### src/rtl/sv_cmp_pkg.sv
// Shared types and elaboration helpers for the chunked serial comparator.
package sv_cmp_pkg;

  typedef enum logic [1:0] {
    IDLE = 2'd0,
    RUN  = 2'd1,
    DONE = 2'd2
  } state_e;

  function automatic int calc_nchunk(input int width, input int chunk);
    return width / chunk;
  endfunction

  function automatic int calc_idxw(input int nchunk);
    return (nchunk <= 1) ? 1 : $clog2(nchunk);
  endfunction

  function automatic bit chunking_ok(input int width, input int chunk);
    return (chunk >= 1) && (chunk <= width) && ((width % chunk) == 0);
  endfunction

endpackage

### src/rtl/chunk_cmp.sv
// Narrow unsigned comparator; flip_msb biases both operands so a signed chunk
// can be ordered with the same unsigned compare.
module chunk_cmp #(
  parameter int CHUNK = 16
) (
  input  logic [CHUNK-1:0] x,
  input  logic [CHUNK-1:0] y,
  input  logic             flip_msb,
  output logic             gt,
  output logic             eq
);

  logic [CHUNK-1:0] x_f;
  logic [CHUNK-1:0] y_f;

  always_comb begin
    x_f = x;
    y_f = y;
    x_f[CHUNK-1] = x[CHUNK-1] ^ flip_msb;
    y_f[CHUNK-1] = y[CHUNK-1] ^ flip_msb;
  end

  assign gt = (x_f > y_f);
  assign eq = (x_f == y_f);

endmodule

### src/rtl/serial_gte_ctrl.sv
// Evaluates a >= b on wide operands one CHUNK at a time, MSB chunk first,
// stopping at the first chunk that differs.
module serial_gte_ctrl
  import sv_cmp_pkg::*;
#(
  parameter  int WIDTH  = 128,
  parameter  int CHUNK  = 16,
  localparam int NCHUNK = calc_nchunk(WIDTH, CHUNK),
  localparam int IDXW   = calc_idxw(NCHUNK)
) (
  input  logic             clk,
  input  logic             rst,
  input  logic             in_valid,
  output logic             in_ready,
  input  logic [WIDTH-1:0] a,
  input  logic [WIDTH-1:0] b,
  input  logic             is_signed,
  output logic             out_valid,
  input  logic             out_ready,
  output logic             gte,
  output logic             eq,
  output logic [IDXW:0]    chunks_used
);

  if (!chunking_ok(WIDTH, CHUNK)) begin : g_bad_chunking
    $error("serial_gte_ctrl: WIDTH must be a non-zero multiple of CHUNK");
  end

  // Handshake: a transfer happens on a rising edge where valid && ready are
  // both high; the producer holds valid and payload until then, and the
  // result payload stays stable while out_valid is high.

  state_e             state_q, state_d;
  logic [WIDTH-1:0]   a_q, a_d;
  logic [WIDTH-1:0]   b_q, b_d;
  logic               signed_q, signed_d;
  logic [IDXW-1:0]    idx_q, idx_d;
  logic [IDXW:0]      count_q, count_d;
  logic               out_valid_q, out_valid_d;
  logic               gte_q, gte_d;
  logic               eq_q, eq_d;
  logic [IDXW:0]      used_q, used_d;

  logic [WIDTH-1:0]   a_sh, b_sh;
  logic [CHUNK-1:0]   a_chunk, b_chunk;
  logic               flip_msb;
  logic               c_gt, c_eq;

  assign a_sh     = a_q >> (int'(idx_q) * CHUNK);
  assign b_sh     = b_q >> (int'(idx_q) * CHUNK);
  assign a_chunk  = a_sh[CHUNK-1:0];
  assign b_chunk  = b_sh[CHUNK-1:0];
  // Only the top chunk carries the sign bit.
  assign flip_msb = signed_q && (idx_q == IDXW'(NCHUNK - 1));

  chunk_cmp #(.CHUNK(CHUNK)) u_chunk_cmp (
    .x        (a_chunk),
    .y        (b_chunk),
    .flip_msb (flip_msb),
    .gt       (c_gt),
    .eq       (c_eq)
  );

  assign in_ready    = (state_q == IDLE) && !rst;
  assign out_valid   = out_valid_q;
  assign gte         = gte_q;
  assign eq          = eq_q;
  assign chunks_used = used_q;

  always_comb begin
    state_d     = state_q;
    a_d         = a_q;
    b_d         = b_q;
    signed_d    = signed_q;
    idx_d       = idx_q;
    count_d     = count_q;
    out_valid_d = out_valid_q;
    gte_d       = gte_q;
    eq_d        = eq_q;
    used_d      = used_q;
    unique case (state_q)
      IDLE: begin
        out_valid_d = 1'b0;
        if (in_valid && in_ready) begin
          a_d      = a;
          b_d      = b;
          signed_d = is_signed;
          idx_d    = IDXW'(NCHUNK - 1);
          count_d  = '0;
          state_d  = RUN;
        end
      end
      RUN: begin
        count_d = count_q + 1'b1;
        if (!c_eq) begin
          gte_d       = c_gt;
          eq_d        = 1'b0;
          used_d      = count_q + 1'b1;
          out_valid_d = 1'b1;
          state_d     = DONE;
        end else if (idx_q == '0) begin
          gte_d       = 1'b1;
          eq_d        = 1'b1;
          used_d      = count_q + 1'b1;
          out_valid_d = 1'b1;
          state_d     = DONE;
        end else begin
          idx_d = idx_q - 1'b1;
        end
      end
      DONE: begin
        if (out_ready) begin
          out_valid_d = 1'b0;
          state_d     = IDLE;
        end
      end
      default: begin
        out_valid_d = 1'b0;
        state_d     = IDLE;
      end
    endcase
  end

  always_ff @(posedge clk or posedge rst) begin
    if (rst) begin
      state_q     <= IDLE;
      a_q         <= '0;
      b_q         <= '0;
      signed_q    <= 1'b0;
      idx_q       <= '0;
      count_q     <= '0;
      out_valid_q <= 1'b0;
      gte_q       <= 1'b0;
      eq_q        <= 1'b0;
      used_q      <= '0;
    end else begin
      state_q     <= state_d;
      a_q         <= a_d;
      b_q         <= b_d;
      signed_q    <= signed_d;
      idx_q       <= idx_d;
      count_q     <= count_d;
      out_valid_q <= out_valid_d;
      gte_q       <= gte_d;
      eq_q        <= eq_d;
      used_q      <= used_d;
    end
  end

endmodule

### config.mk
export PLATFORM = sky130hd
export DESIGN_NAME = serial_gte_ctrl
export DESIGN_NICKNAME = d
export VERILOG_FILES = /design/src/rtl/sv_cmp_pkg.sv /design/src/rtl/chunk_cmp.sv /design/src/rtl/serial_gte_ctrl.sv
export SDC_FILE = /design/constraint.sdc
export NUM_CORES = 1
export LEC_CHECK = 0
export CAP_MARGIN = 40
export CORE_UTILIZATION = 56
export DETAILED_ROUTE_END_ITERATION = 16
export PLACE_DENSITY = 0.83
export SYNTH_ARGS = -nofsm -noshare
export SYNTH_HDL_FRONTEND = slang
export SYNTH_HIERARCHICAL = 1
export SYNTH_SLANG_ARGS = --single-unit
### constraint.sdc
create_clock -name clk -period 27.3 [get_ports clk]
set_clock_uncertainty 0.15 [all_clocks]
set_input_delay 5.46 -clock clk [delete_from_list [all_inputs] [get_ports clk]]
set_output_delay 5.46 -clock clk [all_outputs]
set_load 0.05 [all_outputs]
==> reports/results.md <==
- post-synthesis share of cell area spent on full adders, half adders and majority gates: 1.95%
- number of optimization iterations in the first detailed-route pass: 5
- number of non-filler instances in the completed layout: 1868
- total chip power: 0.00124 W
- register clock-pin slew on the reported worst setup and hold paths: 0.06 ns
- unrepaired setup endpoints after global routing: false
- post-synthesis share of cell area spent on and, or, nand and nor gates: 24.1%
- port buffer count: 268
- mean number of vias per cell: 5.39
- period utilisation layout: 46.4%
- Final GP Congestion: 0.825
- dominant register cell in the synthesized netlist: sky130_fd_sc_hd__dfrtp_1
- root buffer selected by CTS: sky130_fd_sc_hd__clkbuf_16
- Post-Syn Area: 0.0128 sq mm
- clock latency reported for the late side of the worst-skew pair: 0.54 ns
- Bufs on Longest Clock Path: 3
- wire length of the first global-routing pass: 53600 microns
- cell type contributing the most total cell area after synthesis: sky130_fd_sc_hd__dfrtp_1
- global-route congestion overflow total: 0
- normalized max-slew margin: 16.6%
- number of sinks driven by the clock tree: 273
- share of synthesized registers carrying an async set or reset: 100%
- starting density of the core: 56.9%
- area share of the largest cell type after synthesis: 53.2%
- syn_nets: 1605
- Die ar.: 0.0235 sq mm
- quantity of hold-fixing buffers added after cts: 0
- CP endpoint kind: output pin
- average wire per cell in the routed design: 18.0 microns
- placed instance count: 1812
- power per cell area: 75.2 mW/mm^2
- die width: 153 microns
- area added between synthesis and finish: 28.8%
- top cells by area in the synthesized netlist: sky130_fd_sc_hd__dfrtp_1 53%, sky130_fd_sc_hd__nand2_1 23%, sky130_fd_sc_hd__mux4_2 11%
- pin count of the biggest net entering global routing: 259
- DRT Wirelength: 33600 microns
- HPWL after DPL: 22400 microns
- most common cell in the netlist: sky130_fd_sc_hd__nand2_1
- number of buffers added by the clock tree synthesis step: 28
- Vias: 10100
- CTS tree: done
- number of endpoints with negative hold slack in the final report: 0
- total number of nets in the final design: 1838
- startpoint type of the worst setup path: input pin
- P_leak: 8.26 nW
- combinational family with the most area after synthesis: simple AND/OR/NAND/NOR gates
- violation count after the first detailed-routing iteration: 816
- total of flip-flops plus latches after synthesis: 273
- Final min period: 12.67 ns
- drc violations: 0
- Setup Viol. Count Final: 0
- maximum vdd ir drop: 0.0516 mV
- Req. time, crit path: 21.69 ns
- postcts setup bufs: 0
- status: complete, no violations
- endpoint arrival time on the critical path: 7.06 ns
- compound-gate portion of the synthesized area: 1.37%
- Rows: 55
- initial antenna violation count: 5
- Gate Count Post-Synth: 1324
- multiplexer share of the synthesized area: 14.5%
- pre-CTS WS: 14.63 ns
- layout cells sized above 1: 10.7%
- via count of the first global-routing pass: 10500
- final worst-path setup slack: 14.63 ns
- xor and xnor fraction of the mapped netlist area: 0.273%
- hold_ws: 0.320 ns
- yosys synthesis warning count: 6
- Final TNS setup: 0 ns
- share of the yosys chip area belonging to registers: 53.2%
- Avg Inst Size Synth: 9.70 sq um
- Final Max Tran Viols: 0
- worst-margin pin slew: 1.25 ns
- core region area: 0.0226 sq mm
- critical-path maximum fanout: 4
- worst hold path class: reg -> reg
- most common library cells after synthesis: 775 x sky130_fd_sc_hd__nand2_1, 273 x sky130_fd_sc_hd__dfrtp_1, 64 x sky130_fd_sc_hd__mux4_2, 38 x sky130_fd_sc_hd__buf_2, 36 x sky130_fd_sc_hd__mux2_2
- count of pins on the block boundary: 269
- H-Tree Depth: 1
- count of nets left with antenna violations after detail routing: 0
- Crit Path Category: in -> out
- CTS-repair resized insts: 0
- die height: 153 microns
- post-synthesis cell type count: 41
- global-route usage over all layers: 29.4%
- FMAX: 0.0789 GHz
- Maximum Capacitance Violations: 0
- Post-synth EDFFs: 0
worst paths after layout:
path,start,depth (start not counted),slack (ns),to
hold reg to reg,signed_q,2,0.32,signed_q
hold / removal,signed_q,2,0.32,signed_q
setup reg to reg,idx_q[0],11,22.53,idx_q[2]
max in group asynchronous,rst,6,19.53,a_q[107]
setup / recovery,rst,3,14.63,in_ready
min in group asynchronous,rst,2,5.44,state_q[1]
registers in the layout, indices dropped and copies added, names as in the netlist:
register	flops
eq	1
b_q	128
out_valid	1
idx_q	3
count_q	4
state_q	2
a_q	128
chunks_used	4
gte	1
signed_q	1
through the flow:
stage	cell area, sq um	utilization [%]
finish	16500	73.3
global route	16500	73.3
CTS	16500	73.2
detailed placement	15500	68.9
global placement	15500	68.5
floorplan	12800	-
area by class of cell:
| class | count | area (sq um) |
|---|---|---|
| diodes | 5 | 12.5 |
| clock buffers | 43 | 858 |
| clock inverters | 8 | 119 |
| fillers | 1568 | 6040 |
| inverters | 21 | 86.3 |
| multi-input cells | 953 | 5430 |
| flip-flops and latches | 273 | 6840 |
| well taps | 285 | 357 |
| repair buffers | 280 | 2840 |
power by group:
part           switching [W]  leakage (nW)  internal [W]
combinational       0.000145          4.39      0.000143
clock               0.000156         0.484      0.000244
sequential         0.0000536          3.39      0.000501
layer usage:
| layer | routed length [microns] | vias up | track usage (%) |
|---|---|---|---|
| met1 | 13800 | 4919 | 39.8 |
| li1 | - | 4713 | - |
| met3 | 2410 | 61 | 5.02 |
| met4 | 1050 | 0 | 11.0 |
| met5 | 0 | - | 0 |
| met2 | 16400 | 381 | 48.0 |
logic make-up (layout without fill, tap and decap cells):
kind of cell    after synthesis  in the layout
compound gates               24             24
xor+xnor                      4              4
fa+ha+maj                    20             20
buf+inv                      98            352
flops                       273            273
mux                         101            101
other cells                   0              5
simple gates                804            804
worst max-delay path, stage by stage:
cell and delay, ns:
sky130_fd_sc_hd__clkdlybuf4s50_1 0.57, sky130_fd_sc_hd__nor3_1 0.20, sky130_fd_sc_hd__clkdlybuf4s50_1 0.83
placed cells by master, fill, tap and decap left out, drive strengths merged, types with 6 or more instances in the layout:
| cell type | n |
|---|---|
| ha | 20 |
| nand2 | 775 |
| inv | 21 |
| clkbuf | 43 |
| a21oi | 9 |
| mux2 | 36 |
| buf | 12 |
| mux4 | 64 |
| dfrtp | 273 |
| nand4 | 6 |
| nand3 | 6 |
| clkdlybuf4s50 | 268 |
No activity file was read; power rests on OpenSTA's default activity.
